File: config.mk
export PLATFORM = sky130hd
export DESIGN_NAME = xcore_iter_shifter
export DESIGN_NICKNAME = d
export VERILOG_FILES = /design/src/rtl/xcore_iter_shifter.sv
export SDC_FILE = /design/constraint.sdc
export NUM_CORES = 1
export LEC_CHECK = 0
export CORE_MARGIN = 2
export CORE_UTILIZATION = 40
export CTS_BUF_LIST = sky130_fd_sc_hd__clkbuf_8 sky130_fd_sc_hd__clkbuf_16
export CTS_CLUSTER_SIZE = 8
export DETAILED_ROUTE_END_ITERATION = 8
export PLACE_DENSITY = 0.81
export SLEW_MARGIN = 15
export SYNTH_ARGS = -nofsm -noshare
export SYNTH_HDL_FRONTEND = slang
export SYNTH_SLANG_ARGS = --single-unit
File: constraint.sdc
create_clock -name clk -period 2 [get_ports clk]
set_input_delay 0.6 -clock clk [delete_from_list [all_inputs] [get_ports clk]]
set_output_delay 0.6 -clock clk [all_outputs]
set_load 0.02 [all_outputs]
File: src/rtl/xcore_iter_shifter.sv
// Iterative bidirectional shifter: one single-bit step per cycle until the registered
// shift amount is consumed, with valid/ready handshakes on operand and result sides.
module xcore_iter_shifter #(
    parameter int WIDTH = 32,
    parameter int SHW   = 5
) (
    input  logic             clk,
    input  logic             rst,
    input  logic             in_valid,
    output logic             in_ready,
    input  logic [WIDTH-1:0] in_data,
    input  logic [SHW-1:0]   in_shamt,
    input  logic             in_dir,
    input  logic             in_arith,
    output logic             out_valid,
    input  logic             out_ready,
    output logic [WIDTH-1:0] out_data,
    output logic             busy
);

    // Handshake: a transfer happens on any rising edge where valid && ready are both high;
    // a producer holds its bundle stable until that edge, the unit never drops ready early.
    typedef enum logic [1:0] {
        IDLE  = 2'd0,
        SHIFT = 2'd1,
        DONE  = 2'd2
    } state_t;

    typedef enum logic [1:0] {
        SEL_HOLD  = 2'd0,
        SEL_LOWER = 2'd1,
        SEL_UPPER = 2'd2,
        SEL_FILL  = 2'd3
    } sel_t;

    state_t           state_q, state_d;
    logic [WIDTH-1:0] data_q;
    logic [WIDTH-1:0] step_word;
    logic [SHW-1:0]   count_q;
    logic             dir_q;
    logic             arith_q;
    logic             accept;
    logic             step;
    logic             fill_bit;

    always_ff @(posedge clk or posedge rst) begin
        if (rst) begin
            state_q <= IDLE;
        end else begin
            state_q <= state_d;
        end
    end

    always_comb begin
        state_d = state_q;
        accept  = 1'b0;
        step    = 1'b0;
        unique case (state_q)
            IDLE: begin
                if (in_valid) begin
                    accept  = 1'b1;
                    state_d = (in_shamt == '0) ? DONE : SHIFT;
                end
            end
            SHIFT: begin
                step = 1'b1;
                if (count_q == SHW'(1)) begin
                    state_d = DONE;
                end
            end
            DONE: begin
                if (out_ready) begin
                    state_d = IDLE;
                end
            end
            default: state_d = IDLE;
        endcase
    end

    // Only a right arithmetic shift brings in ones; left and logical shifts fill with zero.
    assign fill_bit = arith_q & ~dir_q & data_q[WIDTH-1];

    for (genvar i = 0; i < WIDTH; i++) begin : g_bit
        localparam int LO = (i == 0) ? 0 : i - 1;
        localparam int HI = (i == WIDTH - 1) ? WIDTH - 1 : i + 1;
        sel_t sel;
        logic nxt;

        always_comb begin
            sel = SEL_HOLD;
            if (step) begin
                if (dir_q) begin
                    sel = (i == 0) ? SEL_FILL : SEL_LOWER;
                end else begin
                    sel = (i == WIDTH - 1) ? SEL_FILL : SEL_UPPER;
                end
            end
        end

        always_comb begin
            nxt = data_q[i];
            unique case (sel)
                SEL_HOLD:  nxt = data_q[i];
                SEL_LOWER: nxt = data_q[LO];
                SEL_UPPER: nxt = data_q[HI];
                SEL_FILL:  nxt = fill_bit;
                default:   nxt = data_q[i];
            endcase
        end

        assign step_word[i] = nxt;
    end

    always_ff @(posedge clk or posedge rst) begin
        if (rst) begin
            data_q  <= '0;
            count_q <= '0;
            dir_q   <= 1'b0;
            arith_q <= 1'b0;
        end else if (accept) begin
            data_q  <= in_data;
            count_q <= in_shamt;
            dir_q   <= in_dir;
            arith_q <= in_arith;
        end else if (step) begin
            data_q  <= step_word;
            count_q <= count_q - SHW'(1);
        end
    end

    assign in_ready  = (state_q == IDLE);
    assign busy      = (state_q != IDLE);
    assign out_valid = (state_q == DONE);
    assign out_data  = data_q;

endmodule

Word level (Yosys, flattened, before mapping)
Index checks and enable logic that the tools add are counted.
Word-level totals
  flip-flop bits (word level): 41
  input port bits: 43
  output and inout bits: 35
  word-level logic and storage cells: 92
Operators by class
  $add $sub $neg: 1
  equal/unequal tests: 18
  multiplexer cells: 50
  bitwise logic cells: 3
  reduce and logical (&&, ||, !) cells: 13
Operators by type and width (number)
  1-bit case mux with 3 select lines: 30
  32-bit 2-to-1 mux: 2
  2-bit 2-to-1 mux: 9
  2-bit == test (second input constant): 7
  5-bit 2-to-1 mux: 2
  2-bit by 1-bit == test with 1-bit output (second input constant): 4
  2-bit zero test: 4
  2-bit by 1-bit != test with 1-bit output (second input constant): 3
  2-bit != test (second input constant): 3
  2-bit case mux with 3 select lines: 1
  2-bit AND reduction: 3
  5-bit by 1-bit == test with 1-bit output (second input constant): 1
  5-bit zero test: 1
  5-bit by 1-bit subtractor with 5-bit output (second input constant): 1
  1-bit 2-to-1 mux: 4
  1-bit case mux with 2 select lines: 2
  2-bit nonzero test: 2
  2-bit OR reduction: 2
  3-bit AND reduction: 1
  1-bit AND: 2
  1-bit NOT: 1

Logic depth before layout (Yosys ltp)
  word-level depth: 7
  mapped depth: 6
  depth with buffers taken out: 5

Least setup slack after synthesis
No wires, ideal clock.
  kind: flip-flop to output port
  from: reg state_q[1]
  to: out in_ready
  arrival: 1335 ps
  required time: 1400 ps
  slack: 65 ps
  cell stages (with the launch flop): 6
  buffers on the path: 3
  path through: dfrtp_1 buf_2 buf_2 buf_1 or2_1 inv_1
On the way
  cells in the longest elaborated chain, start to end: 1
Ends and longest elaborated chain
  start: declaration: line 36  | state_t state_q, state_d;
  start signal: assignment: line 50  | state_q <= state_d;
  2-bit zero test: line 131  | assign in_ready = (state_q == IDLE);
  end: declaration: line 10  | output logic in_ready,
No other way between the ends.

Worst setup path after layout
  from: reg data_q[5], in the netlist out_data[5]
  to: out out_data[5]
RTL lines
  start: declaration: line 37  | logic [WIDTH-1:0] data_q;
  start signal: assignment: line 121  | data_q <= in_data;
  start signal: assignment: line 126  | data_q <= step_word;
  end: declaration: line 17  | output logic [WIDTH-1:0] out_data,
No word-level cell between the ends.

==> qor.txt <==
Root cell of the clock tree: clkbuf_8
Cells after DPL: 365
Via/cell ratio: 5.791
Mapped cell area: 2402 µm²
Die W: 81.50 µm
Share of post-route cells with drive strength above 1: 0.1242
Worst skew pair latency: 0.30 ns
Slew HR: 0.6271
# fillers: 493
Total negative slack: 0 ns
Slack of the critical path: 0.05096 ns
Fin Hold WS: 0.4925 ns
Startpoint types: flip-flop
Crit Path Category: flip-flop to output port
Final core utilization: 0.5781
Worst setup EP type: output port
HP Start: arith_q$_DFFE_PP0P_
H-tree depth: 2
Storage cell area: 1026 µm²
Hold Fails Final Rpt: 0
Initial Utilization: 0.4106
Routed vias: 2160
Cell Count, Final, Fillers Out: 373
Mapped Avg Cell Area: 10.87 µm²
Layout area overhead: 40.78%
First-pass GRT wire length: 10650 µm
Post-DP HPWL: 4450 µm
Area after DPL: 3262 µm²
Reg2Reg Capture Point: out_data[7]$_DFFE_PP0P_
Setup violators final: 0
Pre-CTS setup slack: -0.06145 ns
Final worst path period share: 0.9745
Max-cap violations: 0
Pwr per Cell Area: 1530 nW/µm²
Cells after Synth: 221
Unrepaired setup endpoints after global routing: false
Synth cell types: 36
PortBufs: 77
Peak VDD IR: 891.1 µV
Vias in the first global route: 2196
CP Max Fanout: 4
Initial antenna violation count: 0
CP max-delay cell: clkdlybuf4s50_1
Post-DRT Antenna Nets: 0
CP cell instances: clkdlybuf4s50_1
Outcome: completed
Cell count of the worst hold path: 1
Period minus WS final: 1.949 ns
CP peak stage delay: 0.63 ns
# DRC: 0
Pwr Total: 5.173 mW
Slew Limit Fails: 0
Max frequency: 0.5131 GHz
Reg-to-Reg Start: state_q[0]$_DFFE_PP0P_
Number of synthesized flops with an enable pin: 0
Ys Warns: 0
GRT Total Usage: 0.2069
Critical path launch point: out_data[5]$_DFFE_PP0P_
Antenna cells: 0
Top FF cell, synth: dfrtp_1
DR pass1 iterations: 4
Die height: 81.50 µm
Hold endpoint: arith_q$_DFFE_PP0P_
CTS tree: yes
CP bufs+invs: 1
Arr. time, crit path: 1.35 ns
Die footprint: 6641 µm²
Clock sink count: 41
CTS clk-pin slew, worst paths: 0.09 ns
GRT overflow: 0
Sequential share of the synthesized area: 0.4271
Num rows: 28
Final WL: 6345 µm
Synth async-reset ratio: 1.000
Syn_nets: 266
CP top delay family: buffers and inverters
Routed len/inst: 17.01 µm
Nets: 342
Largest net degree at the start of global routing: 42
Final instance area: 3382 µm²
#FFs+latches synth: 41
Leak: 1.417 nW
Multi-input combinational cell area: 1212 µm²
Placer congestion estimate: 0.7279
WP data required: 1.40 ns
Core ar.: 5851 µm²
CTS Buf Count: 5
Type of the most critical hold path: flip-flop to flip-flop
R2r worst-path depth: 4
Worst-case clock skew: 0.01114 ns
I/O pin total: 78
Largest buffer count on any clock path: 2
DRT iter0 DRCs: 97
Reg2reg setup slack: 0.36 ns
Worst slew pin tran: 0.5594 ns
## power by group
| part | internal, mW | total, mW | switching, mW |
|---|---|---|---|
| registers | 1.21 | 1.60 | 0.391 |
| clock network | 0.406 | 0.696 | 0.290 |
| logic | 1.52 | 2.88 | 1.36 |
## metal layers
| layer | share of wire | vias up | track usage |
|---|---|---|---|
| li1 | - | 1002 | - |
| met1 | 0.43 | 1081 | 0.2873 |
| met2 | 0.51 | 73 | 0.3369 |
| met3 | 0.059 | 4 | 0.03956 |
| met4 | 0.0050 | 0 | 0.04407 |
| met5 | 0 | - | 0 |
## cell families (layout without fill, tap and decap cells)
logic type	Yosys count	after routing	share of synthesized area
buf+inv	31	108	0.06823
compound gates	61	61	0.2109
fa+ha+maj	2	2	0.01042
mux	18	18	0.08438
simple gates	68	68	0.1990
flops	41	41	0.4271
## how the worst max path moves through the flow
stage                                         to  slack (ns)  cells after the start
after floorplan                         in_ready        0.07                      5
after global placement    count_q[4]$_DFFE_PP0P_       -0.04                      5
after detailed placement  count_q[4]$_DFFE_PP0P_       -0.06                      5
after CTS                               in_ready       0.007                      3
after global routing                out_data[19]       0.001                      1
final                                out_data[5]        0.05                      1
## state kept, by name, indices dropped and copies added, names as in the netlist
signal / flops
arith_q: 1
state_q: 2
dir_q: 1
count_q: 5
out_data: 32
## cell type report
| class | count | share of cell area |
|---|---|---|
| Clock inverter | 2 | 0.01110 |
| Tap cell | 75 | 0.02775 |
| Multi-Input combinational cell | 149 | 0.3585 |
| Clock buffer | 6 | 0.02442 |
| Sequential cell | 41 | 0.3034 |
| Timing Repair Buffer | 93 | 0.2671 |
| Inverter | 7 | 0.007769 |
## cell usage in the layout (no fill, tap or decap), drive strengths merged
| master | n |
|---|---|
| clkdlybuf4s50 | 71 |
| dfrtp | 41 |
| a221o | 31 |
| nand3b | 29 |
| nor3b | 18 |
| mux2 | 18 |
| buf | 16 |
| a21oi | 15 |
| inv | 7 |
| clkbuf | 7 |
| o22a | 5 |
| nand2 | 4 |
| nor2 | 3 |
| a2bb2oi | 3 |
| dlymetal6s2s | 3 |
| or2 | 2 |
| nor2b | 2 |
| nand2b | 2 |
| nand3 | 2 |
| ha | 2 |
| dlygate4sd2 | 2 |
| o21ai | 2 |
| nor4b | 1 |
| a22oi | 1 |
| nor3 | 1 |
| and2 | 1 |
| or3b | 1 |
| o311ai | 1 |
| or4 | 1 |
| o2bb2ai | 1 |
| a31o | 1 |
| or4b | 1 |
| a21o | 1 |
| clkinvlp | 1 |
| bufinv | 1 |
## Yosys cell counts, types with 3 or more instances
master,number,share of area
dfrtp_1,41,0.43
a221o_1,31,0.13
nand3b_1,29,0.091
nor3b_1,17,0.053
a21oi_1,15,0.031
buf_2,11,0.023
mux2_2,11,0.052
inv_1,7,0.011
mux2_1,7,0.033
clkbuf_1,6,0.0094
o22a_1,5,0.018
buf_6,4,0.019
nand2_1,4,0.0062
a2bb2oi_1,3,0.011
nor2_1,3,0.0047
## what timing repair did
item / in CTS / in global routing
endpoints found under the setup margin: 3 / 4
setup buffers: 0 / 0
resized for setup: 3 / 5
pin swaps: 0 / 0
hold buffers: 0 / 0
No activity file was read; power rests on OpenSTA's default activity.
